<file path="src/rtl/paint_scheduler.sv">
// -----------------------------------------------------------------------------
// paint_scheduler
// Sequencer and arbiter in front of the 64x24 box painter. Three requesters
// (piece erase/draw, board row redraw, HUD/score) post cell-paint commands.
// Accepted commands go through a small FIFO and are issued to the painter one
// box at a time, using a start/done handshake. A built-in sweep paints every
// board cell with a single colour after reset and whenever clear_req pulses.
//
// Ports
//   CLOCK_50     in   system clock
//   reset        in   synchronous active-high reset
//   clear_req    in   1-cycle pulse: flush FIFO, (re)start clear sweep
//   clear_color  in   3:3:3 sweep colour, latched when a sweep starts
//   req_valid    in   per-requester valid, bit 0 highest priority
//   req_ready    out  per-requester accept (combinational)
//   req_x/y/color in  packed cell x (4b), cell y (5b), colour (9b) per requester
//   paint_start  out  1-cycle start pulse to the painter
//   paint_x0/y0  out  pixel origin of the box (cell * 64, cell * 24)
//   paint_color  out  box colour
//   paint_busy   in   painter working
//   paint_done   in   painter finished, 1-cycle pulse
//   clearing     out  sweep in progress
//   sched_busy   out  FIFO non-empty or FSM not idle
//   range_err    out  sticky: an out-of-range command was seen
//
// State table
//   S_IDLE       | waiting for a queued command and an idle painter
//   S_ISSUE_WAIT | command box started, waiting for paint_done
//   S_CLR_ISSUE  | sweep: waiting for an idle painter to start the cursor cell
//   S_CLR_WAIT   | sweep: box started (or stale box draining), waiting for done
// -----------------------------------------------------------------------------
module paint_scheduler #(
  parameter int FIFO_DEPTH     = 4,
  parameter bit CLEAR_ON_RESET = 1'b1,
  parameter int COLS           = 10,
  parameter int ROWS           = 20
) (
  input  logic        CLOCK_50,
  input  logic        reset,
  input  logic        clear_req,
  input  logic [8:0]  clear_color,
  input  logic [2:0]  req_valid,
  output logic [2:0]  req_ready,
  input  logic [11:0] req_x,
  input  logic [14:0] req_y,
  input  logic [26:0] req_color,
  output logic        paint_start,
  output logic [9:0]  paint_x0,
  output logic [8:0]  paint_y0,
  output logic [8:0]  paint_color,
  input  logic        paint_busy,
  input  logic        paint_done,
  output logic        clearing,
  output logic        sched_busy,
  output logic        range_err
);

  localparam int AW = $clog2(FIFO_DEPTH);
  localparam int LX = COLS - 1;
  localparam int LY = ROWS - 1;
  localparam logic [AW:0] DEPTH_L = FIFO_DEPTH[AW:0];
  localparam logic [4:0]  COLS_L  = COLS[4:0];
  localparam logic [5:0]  ROWS_L  = ROWS[5:0];
  localparam logic [3:0]  LAST_X  = LX[3:0];
  localparam logic [4:0]  LAST_Y  = LY[4:0];

  typedef enum logic [1:0] {
    S_IDLE,
    S_ISSUE_WAIT,
    S_CLR_ISSUE,
    S_CLR_WAIT
  } state_t;

  state_t r_state, w_state_nxt;

  // FIFO storage: {x[3:0], y[4:0], colour[8:0]}
  logic [17:0]   r_mem [FIFO_DEPTH];
  logic [AW-1:0] r_wptr, r_rptr;
  logic [AW:0]   r_count;
  logic          w_full, w_empty, w_wr, w_pop;

  logic [1:0]    w_sel;
  logic          w_acc, w_in_range;
  logic [3:0]    w_sel_x;
  logic [4:0]    w_sel_y;
  logic [8:0]    w_sel_c;
  logic [3:0]    w_head_x;
  logic [4:0]    w_head_y;
  logic [8:0]    w_head_c;

  logic [3:0]    r_cx;
  logic [4:0]    r_cy;
  logic [8:0]    r_clr_color;
  logic          r_clearing, r_skip_adv, r_range_err;

  logic          r_start;
  logic [9:0]    r_x0;
  logic [8:0]    r_y0;
  logic [8:0]    r_color;

  logic          w_issue_cmd, w_issue_clr, w_adv, w_skip_done;
  logic          w_outstanding, w_last;

  function automatic logic [9:0] f_x_pix(input logic [3:0] x);
    return {x, 6'b0};
  endfunction

  // y*24 as y*16 + y*8; 19*24 = 456 fits in 9 bits
  function automatic logic [8:0] f_y_pix(input logic [4:0] y);
    return {y, 4'b0} + {1'b0, y, 3'b0};
  endfunction

  assign w_full  = (r_count == DEPTH_L);
  assign w_empty = (r_count == '0);

  // ---------------------------------------------------------------------------
  // Fixed-priority arbiter; nothing is granted while a sweep runs or starts
  // ---------------------------------------------------------------------------
  always_comb begin
    req_ready = 3'b000;
    w_sel     = 2'd0;
    if (!w_full && !r_clearing && !clear_req) begin
      if (req_valid[0]) begin
        req_ready = 3'b001;
        w_sel     = 2'd0;
      end else if (req_valid[1]) begin
        req_ready = 3'b010;
        w_sel     = 2'd1;
      end else if (req_valid[2]) begin
        req_ready = 3'b100;
        w_sel     = 2'd2;
      end
    end
  end

  always_comb begin
    w_sel_x = req_x[3:0];
    w_sel_y = req_y[4:0];
    w_sel_c = req_color[8:0];
    case (w_sel)
      2'd1: begin
        w_sel_x = req_x[7:4];
        w_sel_y = req_y[9:5];
        w_sel_c = req_color[17:9];
      end
      2'd2: begin
        w_sel_x = req_x[11:8];
        w_sel_y = req_y[14:10];
        w_sel_c = req_color[26:18];
      end
      default: ;
    endcase
  end

  assign w_acc      = |req_ready;
  assign w_in_range = ({1'b0, w_sel_x} < COLS_L) && ({1'b0, w_sel_y} < ROWS_L);
  // Out-of-range commands are still consumed (ready was high) but dropped here
  assign w_wr       = w_acc && w_in_range;

  // ---------------------------------------------------------------------------
  // Command FIFO
  // ---------------------------------------------------------------------------
  always_ff @(posedge CLOCK_50) begin
    if (w_wr) begin
      r_mem[r_wptr] <= {w_sel_x, w_sel_y, w_sel_c};
    end
  end

  always_ff @(posedge CLOCK_50) begin
    if (reset || clear_req) begin
      r_wptr  <= '0;
      r_rptr  <= '0;
      r_count <= '0;
    end else begin
      if (w_wr) begin
        r_wptr <= r_wptr + 1'b1;
      end
      if (w_pop) begin
        r_rptr <= r_rptr + 1'b1;
      end
      case ({w_wr, w_pop})
        2'b10:   r_count <= r_count + 1'b1;
        2'b01:   r_count <= r_count - 1'b1;
        default: ;
      endcase
    end
  end

  assign {w_head_x, w_head_y, w_head_c} = r_mem[r_rptr];

  // ---------------------------------------------------------------------------
  // FSM
  // ---------------------------------------------------------------------------
  // A box is still in flight if we are waiting and its done has not arrived now
  assign w_outstanding = ((r_state == S_ISSUE_WAIT) || (r_state == S_CLR_WAIT)) && !paint_done;
  assign w_last        = (r_cx == LAST_X) && (r_cy == LAST_Y);

  always_ff @(posedge CLOCK_50) begin
    if (reset) begin
      r_state <= CLEAR_ON_RESET ? S_CLR_ISSUE : S_IDLE;
    end else begin
      r_state <= w_state_nxt;
    end
  end

  always_comb begin
    w_state_nxt = r_state;
    w_pop       = 1'b0;
    w_issue_cmd = 1'b0;
    w_issue_clr = 1'b0;
    w_adv       = 1'b0;
    w_skip_done = 1'b0;
    if (clear_req) begin
      w_state_nxt = w_outstanding ? S_CLR_WAIT : S_CLR_ISSUE;
    end else begin
      case (r_state)
        S_IDLE: begin
          if (!w_empty && !paint_busy) begin
            w_pop       = 1'b1;
            w_issue_cmd = 1'b1;
            w_state_nxt = S_ISSUE_WAIT;
          end
        end
        S_ISSUE_WAIT: begin
          if (paint_done) begin
            w_state_nxt = S_IDLE;
          end
        end
        S_CLR_ISSUE: begin
          if (!paint_busy) begin
            w_issue_clr = 1'b1;
            w_state_nxt = S_CLR_WAIT;
          end
        end
        S_CLR_WAIT: begin
          if (paint_done) begin
            if (r_skip_adv) begin
              // done of a box started before the sweep restarted: cursor stays
              w_skip_done = 1'b1;
              w_state_nxt = S_CLR_ISSUE;
            end else begin
              w_adv       = 1'b1;
              w_state_nxt = w_last ? S_IDLE : S_CLR_ISSUE;
            end
          end
        end
        default: w_state_nxt = S_IDLE;
      endcase
    end
  end

  // ---------------------------------------------------------------------------
  // Painter outputs, sweep cursor, flags
  // ---------------------------------------------------------------------------
  always_ff @(posedge CLOCK_50) begin
    if (reset) begin
      r_start     <= 1'b0;
      r_x0        <= '0;
      r_y0        <= '0;
      r_color     <= '0;
      r_cx        <= '0;
      r_cy        <= '0;
      r_clr_color <= clear_color;
      r_clearing  <= CLEAR_ON_RESET;
      r_skip_adv  <= 1'b0;
      r_range_err <= 1'b0;
    end else begin
      r_start <= w_issue_cmd | w_issue_clr;
      if (w_issue_cmd) begin
        r_x0    <= f_x_pix(w_head_x);
        r_y0    <= f_y_pix(w_head_y);
        r_color <= w_head_c;
      end else if (w_issue_clr) begin
        r_x0    <= f_x_pix(r_cx);
        r_y0    <= f_y_pix(r_cy);
        r_color <= r_clr_color;
      end

      if (w_acc && !w_in_range) begin
        r_range_err <= 1'b1;
      end

      if (clear_req) begin
        r_cx        <= '0;
        r_cy        <= '0;
        r_clr_color <= clear_color;
        r_clearing  <= 1'b1;
        r_skip_adv  <= w_outstanding;
      end else begin
        if (w_skip_done) begin
          r_skip_adv <= 1'b0;
        end
        if (w_adv) begin
          if (r_cx == LAST_X) begin
            r_cx <= '0;
            if (r_cy == LAST_Y) begin
              r_cy       <= '0;
              r_clearing <= 1'b0;
            end else begin
              r_cy <= r_cy + 1'b1;
            end
          end else begin
            r_cx <= r_cx + 1'b1;
          end
        end
      end
    end
  end

  assign paint_start = r_start;
  assign paint_x0    = r_x0;
  assign paint_y0    = r_y0;
  assign paint_color = r_color;
  assign clearing    = r_clearing;
  assign range_err   = r_range_err;
  assign sched_busy  = !w_empty || (r_state != S_IDLE);

endmodule

</file>
<file path="config.mk">
export PLATFORM = sky130hd
export DESIGN_NAME = paint_scheduler
export DESIGN_NICKNAME = d
export VERILOG_FILES = /design/src/rtl/paint_scheduler.sv
export SDC_FILE = /design/constraint.sdc
export NUM_CORES = 1
export LEC_CHECK = 0
export ABC_AREA = 0
export BUFFER_PORTS_ARGS = -buffer_cell sky130_fd_sc_hd__buf_4
export CAP_MARGIN = 0
export CORE_ASPECT_RATIO = 1.2
export CORE_MARGIN = 8
export CORE_UTILIZATION = 45
export CTS_CLUSTER_SIZE = 12
export DETAILED_ROUTE_END_ITERATION = 8
export PLACE_DENSITY = 0.72
export SETUP_SLACK_MARGIN = 0.05
export SYNTH_ARGS = -nofsm -noshare
export SYNTH_HDL_FRONTEND = slang
export SYNTH_SLANG_ARGS = --single-unit
</file>
<file path="constraint.sdc">
create_clock -name CLOCK_50 -period 8.9 [get_ports CLOCK_50]
set_input_delay 0 -clock CLOCK_50 [delete_from_list [all_inputs] [get_ports CLOCK_50]]
set_output_delay 0 -clock CLOCK_50 [all_outputs]
set_load 0.02 [all_outputs]
</file>
==> impl_results.md, run 1 <==
* Status: finished clean
* Tot GR Track Use at 16.16%
* Crit path time final at between 4000 and 5000 ps
* Core box area at roughly 12,000 sq um
* DR pass1 iterations at 5
* Worst rel slew slack at around 37%
* Internal at between 1 and 1.5 mW
* Worst-path cell chain: inv_2, a311o_1, nor2_1, nand2_1, ha_1, a221oi_1, o22ai_1, a22oi_4, and2_4, inv_1, ha_1, inv_1, fa_1, xor2_1, or3_1, a21oi_1
* Cell total after placement at 673
* Post-CTS Resized at 0
* Post-synth EDFFs at 81
* Main combinational cell family by area after synthesis: compound AO/OA/AOI/OAI gates
* Cells after synthesis at 434
* Via density at between 5 and 6
* Arr. time, crit path at between 4000 and 5000 ps
* Min-delay src: req_color[2]
* Vias in the first global route at about 4,200
* Worst-margin pin slew at between 900 and 1000 ps
* Combinational fraction of design power at under 10%
* Crit path buffers/inverters at 3
* Synth cell types at 54
* Reg2reg end: r_count[2]
* Hold Path End: r_mem[3][2]
* Slowest stage delay, CP at 850 ps
* Hold Crit Class: in -> reg
* Largest delay contributor family on the critical path: adder cells
* Non-Filler Instances at a little over 700
* R2R setup slack at about 4700 ps
* Post-synthesis xor/xnor area fraction at approximately 1.9%
* Final period utilization at between 40% and 50%
* Clk root buf: clkbuf_16
* Post-route setup slack at 4747 ps
* Required @ worst endpoint at between 9000 and 10,000 ps
* Die ar. at around 16,000 sq um
* Leak at 2.637 nW
* Crit path max fanout at 36
* Worst hold stages at 3
* Clk_lat worst skew at ~410 ps
* 1st-iter DRT viols at ~230
* Slew Limit Fails at 0
* Layout area overhead at 26.82%
* First-pass GRT wire length at approximately 21 mm
* Synth area leader: edfxtp_1
* Post-CTS repair timing setup buffer count at 0
* Seq/Total Area, Yosys at between 50% and 60%
* Clock-pin slew on the worst setup and hold paths at 60 ps
* Adder-Cell Fraction of Synth Area at around 4.6%
* Fmax at roughly 0.24 GHz
* Worst reg2reg path startpoint: r_count[0]
* Hold Fails Final Rpt at 0
* Syn. warnings at 0
* Initial antenna violation count at 1
* Skew final at between 9 and 10 ps
* Mux contribution to synthesized area at around a tenth
* Vias post-DR at about 3,800
* Longest Clk Path Bufs at 2
* Pre-CTS setup slack at 4760 ps
* Top-count cell post-synth: edfxtp_1
* Htree depth at 4
* Detail Route Antenna Nets at 0
* Simple-Gate Fraction of Synth Area at 10.16%
* Critical Path Start Type: flop
* Synth top area cells: edfxtp_1, dfxtp_1, mux4_2
* FF-to-FF path depth at 16
* Layout cells sized above 1 at ~29%
* CTS tree: built
* RSZ-0062 raised after global routing: false
* Most frequent cells after synthesis: edfxtp_1, dfxtp_1, nor2_1
* FP Rows at 44
* Total wire length at 12.76 mm
* HPWL Detailed at around 9 mm
* RD Place Congestion at between 0.7 and 0.8
* Nature of the critical path endpoint: flop
* WS Path Type: reg -> reg
* Synth top area share at around 43%
* Slowest CP cell: ha_1
* Starting Density at between 40 and 50%
* Total Nets Final at roughly 640
* Post-synthesis compound-gate area fraction at a little over a tenth
* Switching pwr at approximately 0.30 mW
* Share of flip-flops with an asynchronous set or reset at 0%
* Power density over the cells at 184.4 nW/um^2
* Clock network power share at a little under half
* Synth Area per Inst at 12.96 sq um
* Synthesized area at between 5000 and 6000 sq um
* Die W at approximately 120 um
* Port bufs at 96
* Die Y at approximately 140 um
* CP startpoint: r_count[0]
* Num Clock Sinks at about 120
* Ports at roughly 110
* Main flop type after synthesis: edfxtp_1
* Post-Route Setup TNS at 0 ps
* Peak VDD IR at slightly below 0.0001 V
* DRC at 0
* Largest net degree at the start of global routing at 37
* Final setup vio count at 0
* Sw Ratio at a little under a quarter
* Max Cap Violations at 0
* #FFs+latches synth at about 120
* Wire per inst at between 15 and 20 um
* CTS Buf Count at 17
* Gr ovfl total at 0
* Post-layout util at between 50% and 60%
* Post-CTS Hold Buffers at 17
* Sequential power share at 47.5%
==> through the flow <==
step           total power, mW  hold WS [ps]  area [sq um]
2_1_floorplan           0.6673         71.61          5657
3_3_place_gp            0.7004         178.8          6422
3_5_place_dp            0.7023         179.6          6422
4_1_cts                  1.328         16.11          7133
5_1_grt                  1.355         46.28          7136
6_report                 1.316         19.02          7136
==> flip-flops by register name, summed over array words and instances (netlist names), 3 cells and up, named ones only <==
| register | count |
|---|---|
| r_cx | 4 |
| paint_color | 9 |
| paint_y0 | 6 |
| r_clr_color | 9 |
| r_cy | 5 |
| r_count | 3 |
| paint_x0 | 4 |
| r_mem | 72 |
==> worst max-delay path by stage <==
| stage | to | slack (ps) | cells after the start |
|---|---|---|---|
| floorplan | r_count[2] | 5290 | 18 |
| global placement | r_count[2] | 5000 | 16 |
| detailed placement | r_count[2] | 4760 | 16 |
| CTS | r_count[2] | 4740 | 16 |
| global route | r_count[2] | 4380 | 16 |
| finish | r_count[2] | 4750 | 16 |
==> layer usage <==
metal / GRT usage (%) / wire length, um / vias up
met5: 0 / 0 / -
met4: 8.649 / 185 / 0
met3: 3.625 / 600 / 13
met2: 27.81 / 6630 / 118
met1: 18.28 / 5346 / 1795
li1: - / - / 1829
==> worst register-to-register path: stages (launching register included) <==
cell      delay [ps]
dfxtp_1          370
inv_2             60
a311o_1          410
nor2_1           150
nand2_1          100
ha_1             850
a221oi_1         150
o22ai_1          320
a22oi_4          160
and2_4           190
inv_1             50
ha_1             170
inv_1             60
fa_1             380
xor2_1           160
or3_1            310
a21oi_1          160
==> power by group through the flow <==
stage / Clock (mW) / Combinational [mW] / Sequential, mW
after floorplan: 0 / 0.0285 / 0.639
after global placement: 0 / 0.0643 / 0.636
after detailed placement: 0 / 0.0658 / 0.636
after CTS: 0.631 / 0.0723 / 0.624
after global routing: 0.651 / 0.0783 / 0.625
final: 0.619 / 0.0724 / 0.624
==> cells by family after synthesis <==
kind of cell / after synthesis
adder cells (fa/ha/maj): 19
AO/OA/AOI/OAI: 90
multiplexers: 31
flip-flops: 124
other: 1
buffers and inverters: 50
XOR/XNOR: 12
AND/OR/NAND/NOR: 107
==> placed cells by master (no fill, tap or decap), drive strengths merged, types with 7 or more instances in the layout <==
| master | count |
|---|---|
| o21ai | 25 |
| clkbuf | 17 |
| nor2 | 40 |
| ha | 16 |
| a211oi | 12 |
| dlygate4sd3 | 17 |
| edfxtp | 81 |
| dfxtp | 43 |
| mux2i | 12 |
| inv | 28 |
| buf | 98 |
| a21oi | 14 |
| nor2b | 9 |
| a22oi | 21 |
| conb | 9 |
| nand2 | 29 |
| mux4 | 18 |
| xnor2 | 7 |
==> final cells by class <==
class	count	area, sq um
fillers	958	5031
flip-flops and latches	124	3293
multi-input cells	268	2110
repair buffers	115	905.9
clock buffers	17	425.4
well taps	161	201.4
clock inverters	15	115.1
inverters	22	82.58
diodes	1	2.502
Note: power is estimated with default switching activity, not from simulation.
==> run 2: changes to the inputs <==
--- a/config.mk
+++ b/config.mk
@@ -13,7 +13,7 @@
 export CORE_UTILIZATION = 45
 export CTS_CLUSTER_SIZE = 12
 export DETAILED_ROUTE_END_ITERATION = 8
-export PLACE_DENSITY = 0.72
+export PLACE_DENSITY = 0.74
 export SETUP_SLACK_MARGIN = 0.05
 export SYNTH_ARGS = -nofsm -noshare
 export SYNTH_HDL_FRONTEND = slang
==> constraint.sdc (replaced) <==
create_clock -name CLOCK_50 -period 3.36 [get_ports CLOCK_50]
set_input_delay 0 -clock CLOCK_50 [delete_from_list [all_inputs] [get_ports CLOCK_50]]
set_output_delay 0 -clock CLOCK_50 [all_outputs]
set_load 0.02 [all_outputs]
==> run 2 against run 1 <==
  * The run now ends with negative setup slack left
  * Count of clock-buffer cells in the layout unchanged
  * Clock power grew to 2.6 times the previous value
  * Clock skew decreased by 2.0 ps
  * Non-clock buffer count rose by 30
  * Sequential power rose to 2.6 times the previous value
  * Combinational power grew to 2.8 times the previous value
  * Worst setup slack got worse by 4800 ps
  * Flip-flop and latch count did not move
  * Register-to-register slack worse by 4800 ps
  * Critical path type unchanged
  * Critical endpoint unchanged
==> impl_results.md, run 2 (synthesis gave the netlist of run 1 again) <==
* Non-Filler Instances at 752
* R2R setup slack at -20 ps
* Reg2reg end: r_count[2]
* Worst path most repeated cell: inv_2
* Met1 usage at between 10% and 20%
* Cell total after placement at between 600 and 700
* Post-route setup slack at -17.07 ps
* Layout cells sized above 1 at a little over a third
* Commonest non-fill, non-tap cell in the layout: buf_4
* Vias in the first global route at 4,349
* HPWL Detailed at approximately 9.5 mm
* Peak VDD IR at a little under 0.0004 V
* CTS tree: built
* Arr. time, crit path at between 3000 and 4000 ps
* Total power at between 3 and 4 mW
* Worst reg2reg path startpoint: r_count[1]
* Pre-CTS setup slack at -181.7 ps
* Largest net degree at the start of global routing at 26
* Required @ worst endpoint at ~3700 ps
* Largest delay contributor family on the critical path: compound AO/OA/AOI/OAI gates
* Via density at 5.315
* RD Place Congestion at slightly above 0.8
* Gr ovfl total at 0
* DRC at 0
* Met2 Use GR at 30.90%
* Total wire length at ~14 mm
* Worst-path cell chain: inv_2, a311o_1, nor2_2, nand3b_1, inv_2, ha_4, buf_8, a221oi_4, o22ai_2, a22oi_4, and2_4, inv_4, ha_4, inv_2, fa_2, xor2_2, or3_1, a21oi_1
* Busiest layer in global routing: met2
* Nature of the critical path endpoint: flop
* Min-delay src: req_color[0]
* Die Y at 138.5 um
* Crit path time final at 3377 ps
* Final setup vio count at 1
* RSZ-0062 raised after global routing: true
* Longest Clk Path Bufs at 2
* GR Layer Usage met3 at about 5.3%
* Dpl cell area at roughly 6600 sq um
* Core box area at between 10,000 and 15,000 sq um
* Power density over the cells at approximately 460 nW/um^2
* Htree depth at 4
* Clock-pin slew on the worst setup and hold paths at approximately 50 ps
* Post-layout util at between 60% and 70%
* WS Path Type: reg -> reg
* Die ar. at ~16,000 sq um
* Crit path buffers/inverters at 5
* Hold Path End: r_mem[3][0]
* Slew Limit Fails at 0
* Min Hold Slack at 24.93 ps
* Leak at between 2 and 3 nW
* Skew final at between 7 and 8 ps
* Crit path max fanout at 7
* Vias post-DR at approximately 4,000
* CTS Buf Count at 17
* Max Cap Violations at 0
* Clk_lat worst skew at 410 ps
* Num Clock Sinks at ~120
* First-pass GRT wire length at 21.78 mm
* Wire per inst at about 18 um
* DR pass1 iterations at 4
* FP Rows at 44
* Total Nets Final at ~670
* Worst-margin pin slew at approximately 770 ps
* Status: finished, violations left
* Port bufs at 96
* Die W at ~120 um
* Hold Crit Class: in -> reg
* Slowest stage delay, CP at about 350 ps
* Worst hold stages at 3
* Most frequent cells in the layout: buf_4, edfxtp_1, dfxtp_1, nor2_1, nand2_1
* Initial antenna violation count at 0
* Layout area overhead at 33.51%
* Max reg flops at slightly above 70
* Starting Density at between 40% and 50%
* Clk root buf: clkbuf_16
* Tot GR Track Use at 17.05%
* Worst rel slew slack at between 40 and 50%
* Ports at around 110
* Failing checks: negative setup slack
* 1st-iter DRT viols at roughly 160
* Slowest CP cell: a311o_1
* Post-Route Setup TNS at -17.07 ps
* FF-to-FF path depth at 18
* Reg with most FFs: r_mem
* Critical Path Start Type: flop
* Hold Fails Final Rpt at 0
* N_diodes at 0
* Fmax at around 0.30 GHz
* Detail Route Antenna Nets at 0
* Finished Cell Area at between 7000 and 8000 sq um
* Final period utilization at 100.5%
[run 2: cell types whose count changed in the layout (fill, tap and decap cells not counted), sizes merged]
| cell | change |
|---|---|
| clkinv | +3 |
| diode | -1 |
| inv | -3 |
| buf | +27 |
| dlygate4sd3 | +3 |
[run 2: final cells by class]
type                            count  area [sq um]
Timing Repair Buffer              145          1146
Fill cell                         906          4654
Inverter                           22         85.08
Tap cell                          161         201.4
Clock inverter                     15         97.59
Sequential cell                   124          3297
Clock buffer                       17         425.4
Multi-Input combinational cell    268          2260
[run 2: power by group]
part | switching, mW | internal (mW) | total [mW]
Sequential | 0.0104 | 1.64 | 1.65
Clock | 0.652 | 0.932 | 1.58
Combinational | 0.0965 | 0.105 | 0.202
Total | 0.759 | 2.68 | 3.44
[run 2: tightest hold or removal path, delay by kind of cell]
family | cells | cell delay (ps)
compound gates | 1 | 160
buf+inv | 1 | 80
simple gates | 1 | 40
[run 2: metal layers]
layer	wire length [um]	share of wire [%]
met4	430	3.1
met1	5345	39
met2	7267	53
met5	0	0
met3	644	4.7
[run 2: worst max-delay path by stage]
stage	startpoint	end	cells after the start
4_1_cts	r_count[0]	r_count[2]	17
2_1_floorplan	r_count[1]	r_count[2]	18
3_5_place_dp	r_count[1]	r_count[2]	17
5_1_grt	r_count[1]	r_count[2]	18
3_3_place_gp	r_count[1]	r_count[2]	17
6_report	r_count[1]	r_count[2]	18
[run 2: what timing repair did]
item | CTS | global route
setup endpoints to repair | 2 | 2
gates resized for setup | 9 | 13
hold endpoints to repair | 58 | 0
buffers inserted | 6 | 6
hold buffers | 20 | 0
pin swaps | 6 | 12
